`src/rtl/logic_eval_pipe_if.sv`:
```
// Handshake and data bundle for logic_eval_pipe: operand side (a/b/c/mode)
// and result side (x/y plus optional parity), each with valid/ready.
`timescale 1ns/1ps
interface logic_eval_pipe_if #(
  parameter int unsigned W = 8
);
  logic         in_valid;
  logic         in_ready;
  logic [W-1:0] a;
  logic [W-1:0] b;
  logic [W-1:0] c;
  logic [1:0]   mode;
  logic         out_valid;
  logic         out_ready;
  logic [W-1:0] x;
  logic [W-1:0] y;
  logic         x_par;
  logic         y_par;

  modport master (
    output in_valid, a, b, c, mode, out_ready,
    input  in_ready, out_valid, x, y, x_par, y_par
  );

  modport slave (
    input  in_valid, a, b, c, mode, out_ready,
    output in_ready, out_valid, x, y, x_par, y_par
  );
endinterface

```
`src/rtl/logic_eval_pipe.sv`:
```
// Two-stage valid/ready pipeline evaluating a mode-selected pair of bitwise
// functions, with a saturating ones counter on x. Parity outputs: LOGIC_EVAL_PARITY_EN.
`timescale 1ns/1ps
module logic_eval_pipe #(
  parameter int unsigned W     = 8,
  parameter int unsigned CNT_W = 16
) (
  input  logic                 clk,
  input  logic                 rst_n,
  logic_eval_pipe_if.slave     bus,
  input  logic                 clr_cnt,
  output logic [CNT_W-1:0]     x_ones_cnt
);

  typedef enum logic [1:0] {
    MODE_XNOR_OR = 2'd0,
    MODE_AND_XOR = 2'd1,
    MODE_MAJ     = 2'd2,
    MODE_NOR     = 2'd3
  } mode_e;

  localparam int unsigned PC_W  = $clog2(W + 1);
  localparam int unsigned SUM_W = ((CNT_W > PC_W) ? CNT_W : PC_W) + 1;

  logic         s1_valid;
  logic [W-1:0] s1_a, s1_b, s1_c;
  mode_e        s1_mode;

  logic         out_valid_q;
  logic [W-1:0] x_q, y_q;
  logic [W-1:0] x_nxt, y_nxt;

  logic s1_load, s2_load, out_xfer;

  assign s2_load      = s1_valid && (!out_valid_q || bus.out_ready);
  assign bus.in_ready = !s1_valid || s2_load;
  assign s1_load      = bus.in_valid && bus.in_ready;
  assign out_xfer     = out_valid_q && bus.out_ready;

  assign bus.out_valid = out_valid_q;
  assign bus.x         = x_q;
  assign bus.y         = y_q;

  always_comb begin
    x_nxt = '0;
    y_nxt = '0;
    unique case (s1_mode)
      MODE_XNOR_OR: begin
        x_nxt = ~s1_c ^ (s1_a | s1_b);
        y_nxt = (s1_a | s1_b) & (~(s1_a & s1_b) ^ (s1_a | s1_b));
      end
      MODE_AND_XOR: begin
        x_nxt = s1_c ^ (s1_a & s1_b);
        y_nxt = s1_a ^ s1_b;
      end
      MODE_MAJ: begin
        x_nxt = (s1_a & s1_b) | (s1_a & s1_c) | (s1_b & s1_c);
        y_nxt = s1_a ^ s1_b ^ s1_c;
      end
      MODE_NOR: begin
        x_nxt = ~(s1_a | s1_b | s1_c);
        y_nxt = s1_a & s1_b & s1_c;
      end
      default: begin
        x_nxt = '0;
        y_nxt = '0;
      end
    endcase
  end

  always_ff @(posedge clk or negedge rst_n) begin
    if (!rst_n) begin
      s1_valid <= 1'b0;
      s1_a     <= '0;
      s1_b     <= '0;
      s1_c     <= '0;
      s1_mode  <= MODE_XNOR_OR;
    end else if (s1_load) begin
      s1_valid <= 1'b1;
      s1_a     <= bus.a;
      s1_b     <= bus.b;
      s1_c     <= bus.c;
      s1_mode  <= mode_e'(bus.mode);
    end else if (s2_load) begin
      s1_valid <= 1'b0;
    end
  end

  always_ff @(posedge clk or negedge rst_n) begin
    if (!rst_n) begin
      out_valid_q <= 1'b0;
      x_q         <= '0;
      y_q         <= '0;
    end else if (s2_load) begin
      out_valid_q <= 1'b1;
      x_q         <= x_nxt;
      y_q         <= y_nxt;
    end else if (out_xfer) begin
      out_valid_q <= 1'b0;
    end
  end

`ifdef LOGIC_EVAL_PARITY_EN
  logic x_par_q, y_par_q;

  always_ff @(posedge clk or negedge rst_n) begin
    if (!rst_n) begin
      x_par_q <= 1'b0;
      y_par_q <= 1'b0;
    end else if (s2_load) begin
      x_par_q <= ^x_nxt;
      y_par_q <= ^y_nxt;
    end
  end

  assign bus.x_par = x_par_q;
  assign bus.y_par = y_par_q;
`else
  assign bus.x_par = 1'b0;
  assign bus.y_par = 1'b0;
`endif

  // Sum is one bit wider than either operand so saturation is a plain compare.
  logic [PC_W-1:0]  x_pop;
  logic [SUM_W-1:0] cnt_sum;
  logic [SUM_W-1:0] cnt_max;

  always_comb begin
    x_pop = '0;
    for (int unsigned i = 0; i < W; i++) begin
      x_pop = x_pop + PC_W'(x_q[i]);
    end
    cnt_max              = '0;
    cnt_max[CNT_W-1:0]   = '1;
    cnt_sum              = SUM_W'(x_ones_cnt) + SUM_W'(x_pop);
  end

  always_ff @(posedge clk or negedge rst_n) begin
    if (!rst_n) begin
      x_ones_cnt <= '0;
    end else if (clr_cnt) begin
      x_ones_cnt <= '0;
    end else if (out_xfer) begin
      x_ones_cnt <= (cnt_sum > cnt_max) ? '1 : cnt_sum[CNT_W-1:0];
    end
  end

endmodule

```
`src/flat_wrapper.sv`:
```
// flat-port wrapper written by rule: the top's interface ports become plain ports
module logic_eval_pipe_flat 
#(
  parameter int unsigned W     = 8,
  parameter int unsigned CNT_W = 16
)
  (clk, rst_n, clr_cnt, x_ones_cnt, bus_in_valid, bus_a, bus_b, bus_c, bus_mode, bus_out_ready, bus_in_ready, bus_out_valid, bus_x, bus_y, bus_x_par, bus_y_par);
  logic_eval_pipe_if #(.W(W)) bus_i ();
  input  logic clk;
  input  logic rst_n;
  input  logic clr_cnt;
  output logic [CNT_W-1:0] x_ones_cnt;
  input wire logic [$bits(bus_i.in_valid)-1:0] bus_in_valid;
  input wire logic [$bits(bus_i.a)-1:0] bus_a;
  input wire logic [$bits(bus_i.b)-1:0] bus_b;
  input wire logic [$bits(bus_i.c)-1:0] bus_c;
  input wire logic [$bits(bus_i.mode)-1:0] bus_mode;
  input wire logic [$bits(bus_i.out_ready)-1:0] bus_out_ready;
  output wire logic [$bits(bus_i.in_ready)-1:0] bus_in_ready;
  output wire logic [$bits(bus_i.out_valid)-1:0] bus_out_valid;
  output wire logic [$bits(bus_i.x)-1:0] bus_x;
  output wire logic [$bits(bus_i.y)-1:0] bus_y;
  output wire logic [$bits(bus_i.x_par)-1:0] bus_x_par;
  output wire logic [$bits(bus_i.y_par)-1:0] bus_y_par;
  assign bus_i.in_valid = bus_in_valid;
  assign bus_i.a = bus_a;
  assign bus_i.b = bus_b;
  assign bus_i.c = bus_c;
  assign bus_i.mode = bus_mode;
  assign bus_i.out_ready = bus_out_ready;
  assign bus_in_ready = bus_i.in_ready;
  assign bus_out_valid = bus_i.out_valid;
  assign bus_x = bus_i.x;
  assign bus_y = bus_i.y;
  assign bus_x_par = bus_i.x_par;
  assign bus_y_par = bus_i.y_par;
  logic_eval_pipe #(.W(W), .CNT_W(CNT_W)) u_core (.clk(clk), .rst_n(rst_n), .bus(bus_i), .clr_cnt(clr_cnt), .x_ones_cnt(x_ones_cnt));
endmodule
```
`config.mk`:
```
export PLATFORM = sky130hd
export DESIGN_NAME = logic_eval_pipe_flat
export DESIGN_NICKNAME = d
export VERILOG_FILES = /design/src/rtl/logic_eval_pipe_if.sv /design/src/rtl/logic_eval_pipe.sv /design/src/flat_wrapper.sv
export SDC_FILE = /design/constraint.sdc
export NUM_CORES = 1
export LEC_CHECK = 0
export CAP_MARGIN = 20
export CORE_MARGIN = 2
export CORE_UTILIZATION = 49
export CTS_CLUSTER_SIZE = 20
export DETAILED_ROUTE_END_ITERATION = 12
export GPL_TIMING_DRIVEN = 0
export MAX_ROUTING_LAYER = met4
export PLACE_DENSITY_LB_ADDON = 0.12
export SLEW_MARGIN = 40
export SYNTH_ARGS = -nofsm -noshare
export SYNTH_HDL_FRONTEND = slang
export SYNTH_SLANG_ARGS = --single-unit
export TNS_END_PERCENT = 30
```
`constraint.sdc`:
```
create_clock -name clk -period 3.45 [get_ports clk]
set_input_delay 0.69 -clock clk [delete_from_list [all_inputs] [get_ports clk]]
set_output_delay 0.69 -clock clk [all_outputs]
set_load 0.02 [all_outputs]
```
==> flow_metrics.tcl, run 1 <==
set metrics [dict create \
    synth_seq_cells 60 \
    die_h_um 93.8 \
    synth_area_um2 3950 \
    fin_ws_ns -0.380 \
    grt_pass1_wl_um 14800 \
    via_per_inst 5.47 \
    grt_max_degree 43 \
    area_delta_synth_final_pct 27.5 \
    power.leakage_nw 2.25 \
    insertion_delay_ns 0.34 \
    die-area_um2 8800 \
    min_period_over_period 1.11 \
    slew_viol_final 0 \
    synth_top_family_by_area "adder cells" \
    cts-root-buf "clkbuf_8" \
    nets 513 \
    syn_avg_cell_area_um2 11.3 \
    synth_area_leaders "dfrtp_1 (38%), ha_1 (12%), mux2_2 (10%), mux4_2 (6.8%), fa_1 (6.6%)" \
    layout-drive-gt1-share 0.247 \
    synth-warning-count 0 \
    setup_tns_ns -5.04 \
    synth_top_area_frac 0.380 \
    cts_hold_buf 0 \
    rsz0062_at_grt "true" \
    synth_compound_area_frac 0.103 \
    cts_tree "done" \
    numCtsBuffers 9 \
    ys_seq_area_frac 0.380 \
    cap_violations 0 \
    yosysTopAreaCell "dfrtp_1" \
    die_x_um 93.8 \
    crit_path_start_kind "register" \
    routedWlPerCell_um 16.2 \
    dp_slack_ns -0.545 \
    drc 0 \
    antenna_cells 0 \
    yosysUniqueCellTypes 48 \
    hold_path.class "primary input to asynchronous set/reset pin" \
    dr.pass1.iters 5 \
    fmax_mhz 261 \
    antenna_found_initial 0 \
    grt_pass1_vias 2978 \
    clk_pin_slew_ns 0.07 \
    dp_hpwl_um 6620 \
    failed_checks "setup timing" \
    htreeDepth 3 \
    worstPathArrival_ns 4.08 \
    final_cell_mix "clkdlybuf4s50_1 (62), dfrtp_1 (58), inv_1 (46)" \
    io_buffers 63 \
    cts.sinks 60 \
    hold_viol 0 \
    finalWeightedCongestion 0.896 \
    synth_xor_xnor_area_share 0.00443 \
    start_util 0.509 \
    setup_violations 16 \
    synthCells 349 \
    final.setup_skew_ns 0.00853 \
    synthSimpleGateAreaFrac 0.0779 \
    status "finished with violations" \
    track_usage 0.227 \
    synth_edf_count 0 \
    async_flop_share 1.00 \
    grt_overflow 0 \
    core-area_um2 7770 \
    mostFrequentLayoutCell "clkdlybuf4s50_1" \
    max_slew_margin 0.633 \
    num_io_pins 67 \
    synth_fa_ha_area_frac 0.189 \
    vdd_drop_max_uv 428 \
    vias 2928 \
    wirelength_um 8680 \
    path_max_fanout 5 \
    clockBufferDepth 2 \
    tightest_slew_ns 0.546 \
    postRouteAntennaNets 0 \
    required_ns 3.70 \
    ys.flop_type "dfrtp_1" \
    fill_cells 617 \
    fin_crit_ns 3.83 \
    crit_path_end_kind "register" \
    critical_path_class "register to register" \
    muxShareOfSynthArea 0.181 \
    power_density_nw_per_um2 693 \
    first_iter_violations 107 \
    rows 32 \
]
[layer usage]
| layer | vias up | track usage | wire, um |
|---|---|---|---|
| met1 | 1423 | 0.286 | 3750 |
| met2 | 93 | 0.367 | 4310 |
| met3 | 17 | 0.0337 | 421 |
| li1 | 1395 | - | - |
| met5 | - | - | 0 |
| met4 | 0 | 0.0978 | 192 |
[worst max-delay path, cell delays in order (launching register included)]
cell and delay (ns):
dfrtp_2 0.43, ha_4 0.27, inv_2 0.03, fa_1 0.49, fa_1 0.43, fa_2 0.37
fa_2 0.38, xnor2_2 0.17, ha_4 0.33, nand3_4 0.11, a211oi_4 0.35, a221oi_2 0.12
a221oi_2 0.26
[synth_stat cells (6+ instances only)]
library cell and instances:
a31oi_1 7, inv_1 48, mux4_2 12, a21oi_1 12, o21ai_0 19, dfrtp_1 60
buf_2 8, ha_1 39, fa_1 13, mux2_2 36, nor2_1 6, nand2_1 24
[where the power goes]
group          total (mW)  internal [mW]  switching, mW
Clock               0.541          0.268          0.273
Combinational        1.95          0.995          0.955
Sequential          0.998          0.853          0.145
[area by class of cell]
| type | instances | area, um^2 | area share |
|---|---|---|---|
| multi-input combinational | 228 | 2310 | 0.459 |
| sequential | 60 | 1500 | 0.299 |
| timing repair buffer | 69 | 686 | 0.136 |
| inverter | 48 | 180 | 0.0358 |
| clock buffer | 11 | 141 | 0.0281 |
| tap | 102 | 128 | 0.0253 |
| buffer | 14 | 71.3 | 0.0142 |
| clock inverter | 3 | 15.0 | 0.00298 |
[final timing paths]
path / start / end / slack (ns) / depth (start not counted)
min: rst_n / u_core.bus.x[3]$_DFFE_PN0P_ / 0.22 / 1
max reg2reg: u_core.bus.x[1]$_DFFE_PN0P_ / u_core.x_ones_cnt[5]$_DFFE_PN0P_ / -0.38 / 12
max in group asynchronous: rst_n / u_core.bus.x[0]$_DFFE_PN0P_ / 2.71 / 2
max: u_core.bus.x[1]$_DFFE_PN0P_ / u_core.x_ones_cnt[5]$_DFFE_PN0P_ / -0.38 / 12
min in group clk: u_core.s1_valid$_DFFE_PN0P_ / u_core.bus.out_valid$_DFFE_PN0P_ / 0.51 / 1
min reg2reg: u_core.s1_valid$_DFFE_PN0P_ / u_core.bus.out_valid$_DFFE_PN0P_ / 0.51 / 1
[sequential cells by signal, indices dropped and copies added, names as in the netlist]
register              count
u_core.bus.out_valid      1
u_core.bus.x              8
u_core.bus.y              8
u_core.s1_a               8
u_core.s1_b               8
u_core.s1_c               8
u_core.s1_mode            2
u_core.s1_valid           1
u_core.x_ones_cnt        16
[cells by family after synthesis]
group	after synthesis
buffers and inverters	62
multiplexers	52
AND/OR/NAND/NOR	59
AO/OA/AOI/OAI	61
XOR/XNOR	2
adder cells (fa/ha/maj)	52
flip-flops	60
other	1
[what timing repair did]
item	CTS	global route
setup buffers	4	1
pin swaps	8	10
setup endpoints to repair	16	16
resized for setup	15	3
[through the flow]
stage | cell area (um^2) | total power [mW] | util | hold slack [ns] | instances
after floorplan | 3980 | 2.15 | - | 0.394 | 350
after global placement | 4740 | 2.61 | 0.610 | 0.463 | 515
after detailed placement | 4750 | 2.70 | 0.612 | 0.498 | 516
after CTS | 5020 | 3.51 | 0.646 | 0.223 | 534
after global routing | 5040 | 3.76 | 0.648 | 0.232 | 535
final | 5040 | 3.49 | 0.648 | 0.217 | 535
No activity file was read; power rests on OpenSTA's default activity.
==> run 2: changes to the inputs <==
CORE_UTILIZATION = 34   (was 49)
==> run 2 against run 1 <==
The flow still finishes with violations (setup timing). Worst setup slack lost 0.079 ns. Fmax decreased by 2.0%. Combinational power grew 6%. Clock skew fell by 0.0012 ns. Sequential share of layout area shrank 1.2 points. Highest routed layer unchanged. Critical path type unchanged. Largest power group unchanged.
==> flow_metrics.tcl, run 2 (synthesis gave the netlist of run 1 again) <==
set metrics [dict create \
    crit_path_end_kind "register" \
    layout-drive-gt1-share 0.241 \
    timing.critical_path.buf_inv 2 \
    cts-root-buf "clkbuf_16" \
    top_register "u_core.x_ones_cnt" \
    routedWlPerCell_um 16.2 \
    dr.pass1.iters 4 \
    cp_top_family "adder cells" \
    dp_hpwl_um 7140 \
    nets 516 \
    num_io_pins 67 \
    worstPathArrival_ns 4.16 \
    slew_viol_final 0 \
    io_buffers 63 \
    area_delta_synth_final_pct 32.9 \
    cts_tree "done" \
    numCtsBuffers 9 \
    vias 2927 \
    cap_violations 0 \
    grt_overflow 0 \
    setup_violations 16 \
    postRouteAntennaNets 0 \
    cp_slowest_stage_delay_ns 0.49 \
    final.setup_skew_ns 0.00736 \
    power_density_nw_per_um2 736 \
    dp_slack_ns -0.621 \
    fmax_mhz 256 \
    rows 39 \
    vdd_drop_max_uv 394 \
    insertion_delay_ns 0.33 \
    setup_tns_ns -5.91 \
    grt_max_degree 28 \
    drc 0 \
    clockBufferDepth 2 \
    via_per_inst 5.06 \
    clk_pin_slew_ns 0.05 \
    fin_ws_ns -0.459 \
    power.leakage_nw 2.32 \
    first_iter_violations 71 \
    hold_path.class "primary input to asynchronous set/reset pin" \
    critical_path_class "register to register" \
    path_max_fanout 5 \
    antenna_found_initial 0 \
    start_util 0.348 \
    antenna_cells 0 \
    wirelength_um 9340 \
    die-area_um2 12500 \
    cts_hold_buf 0 \
    die_x_um 112 \
    cp_cell_sequence "ha_4, inv_2, fa_1, fa_1, fa_2, fa_2, xnor2_2, ha_4, nand3_4, a211oi_4, buf_4, nand2_2, a41oi_2" \
    die_h_um 112 \
    max_slew_margin 0.648 \
    crit_path_start_kind "register" \
    fin_crit_ns 3.91 \
    fill_cells 1070 \
    htreeDepth 3 \
    required_ns 3.70 \
    rsz0062_at_grt "true" \
    tightest_slew_ns 0.524 \
    grt_pass1_vias 3069 \
    status "finished with violations" \
    failed_checks "setup timing" \
    grt_pass1_wl_um 15800 \
    mostFrequentLayoutCell "clkdlybuf4s50_1" \
    largest_register_ffs 16 \
    min_period_over_period 1.13 \
    worst_path_max_delay_cell "fa_1" \
    hold_viol 0 \
    cts.sinks 60 \
    track_usage 0.165 \
    final_cell_mix "clkdlybuf4s50_1 (62), dfrtp_1 (58), inv_1 (47)" \
    core-area_um2 11400 \
    finalWeightedCongestion 0.813 \
]
## run 2: cell types whose count changed in the layout (fill, tap and decap cells not counted), sizes merged
cell / before / now
buf: 17 / 20
clkinv: 3 / 0
clkbuf: 15 / 17
## run 2: repair_timing
action	4_1_cts	5_1_grt
resized for setup	16	4
pin swaps	10	7
setup endpoints to repair	16	16
setup buffers	7	0
## run 2: area by class of cell
cell class	count	area, um^2	area share
Multi-Input combinational cell	228	2330	0.445
Sequential cell	60	1500	0.286
Timing Repair Buffer	72	732	0.139
Clock buffer	13	250	0.0477
Inverter	48	180	0.0343
Tap cell	143	179	0.0341
Buffer	14	71.3	0.0136
## run 2: final timing paths
| kind | start | endpoint | slack [ns] | depth (start not counted) |
|---|---|---|---|---|
| setup / recovery | u_core.bus.x[0]$_DFFE_PN0P_ | u_core.x_ones_cnt[13]$_DFFE_PN0P_ | -0.46 | 13 |
| hold / removal | rst_n | u_core.x_ones_cnt[2]$_DFFE_PN0P_ | 0.20 | 1 |
| setup reg to reg | u_core.bus.x[0]$_DFFE_PN0P_ | u_core.x_ones_cnt[13]$_DFFE_PN0P_ | -0.46 | 13 |
| hold reg to reg | u_core.s1_valid$_DFFE_PN0P_ | u_core.bus.out_valid$_DFFE_PN0P_ | 0.48 | 1 |
| max in group asynchronous | rst_n | u_core.bus.x[1]$_DFFE_PN0P_ | 2.65 | 3 |
| min in group clk | u_core.s1_valid$_DFFE_PN0P_ | u_core.bus.out_valid$_DFFE_PN0P_ | 0.48 | 1 |
## run 2: power breakdown
part	total, mW	leakage, nW	internal, mW	switching [mW]
clock network	0.790	0.122	0.493	0.297
registers	1.00	0.739	0.855	0.148
logic	2.07	1.46	1.07	1.00
total	3.86	2.32	2.42	1.45
## run 2: stage by stage
step	hold WS, ns	total power [mW]	util	std cells	instance area, um^2
2_1_floorplan	0.394	2.15	-	350	3980
6_report	0.202	3.86	0.462	578	5250
5_1_grt	0.206	4.18	0.462	578	5250
3_3_place_gp	0.477	2.64	0.421	556	4790
3_5_place_dp	0.480	2.71	0.425	558	4830
4_1_cts	0.200	3.89	0.460	578	5230
## run 2: worst reg2reg max path, cell delays in order, from the launching register on
cell and delay (ns):
dfrtp_2 0.42, ha_4 0.26, inv_2 0.03, fa_1 0.49, fa_1 0.43, fa_2 0.37, fa_2 0.37, xnor2_2 0.17
ha_4 0.33, nand3_4 0.11, a211oi_4 0.41, buf_4 0.19, nand2_2 0.05, a41oi_2 0.19
## run 2: per-layer routing
metal	global-route usage	vias up	routed length, um
li1	-	1411	-
met1	0.205	1446	4340
met2	0.265	59	4530
met3	0.0414	11	347
met4	0.0568	0	129
met5	-	-	0
==> run 3: changes to the inputs <==
CTS_CLUSTER_DIAMETER = 50   (was unset)
==> results of run 3 <==
The final DEF is identical to that of run 2; final timing and power are the same.
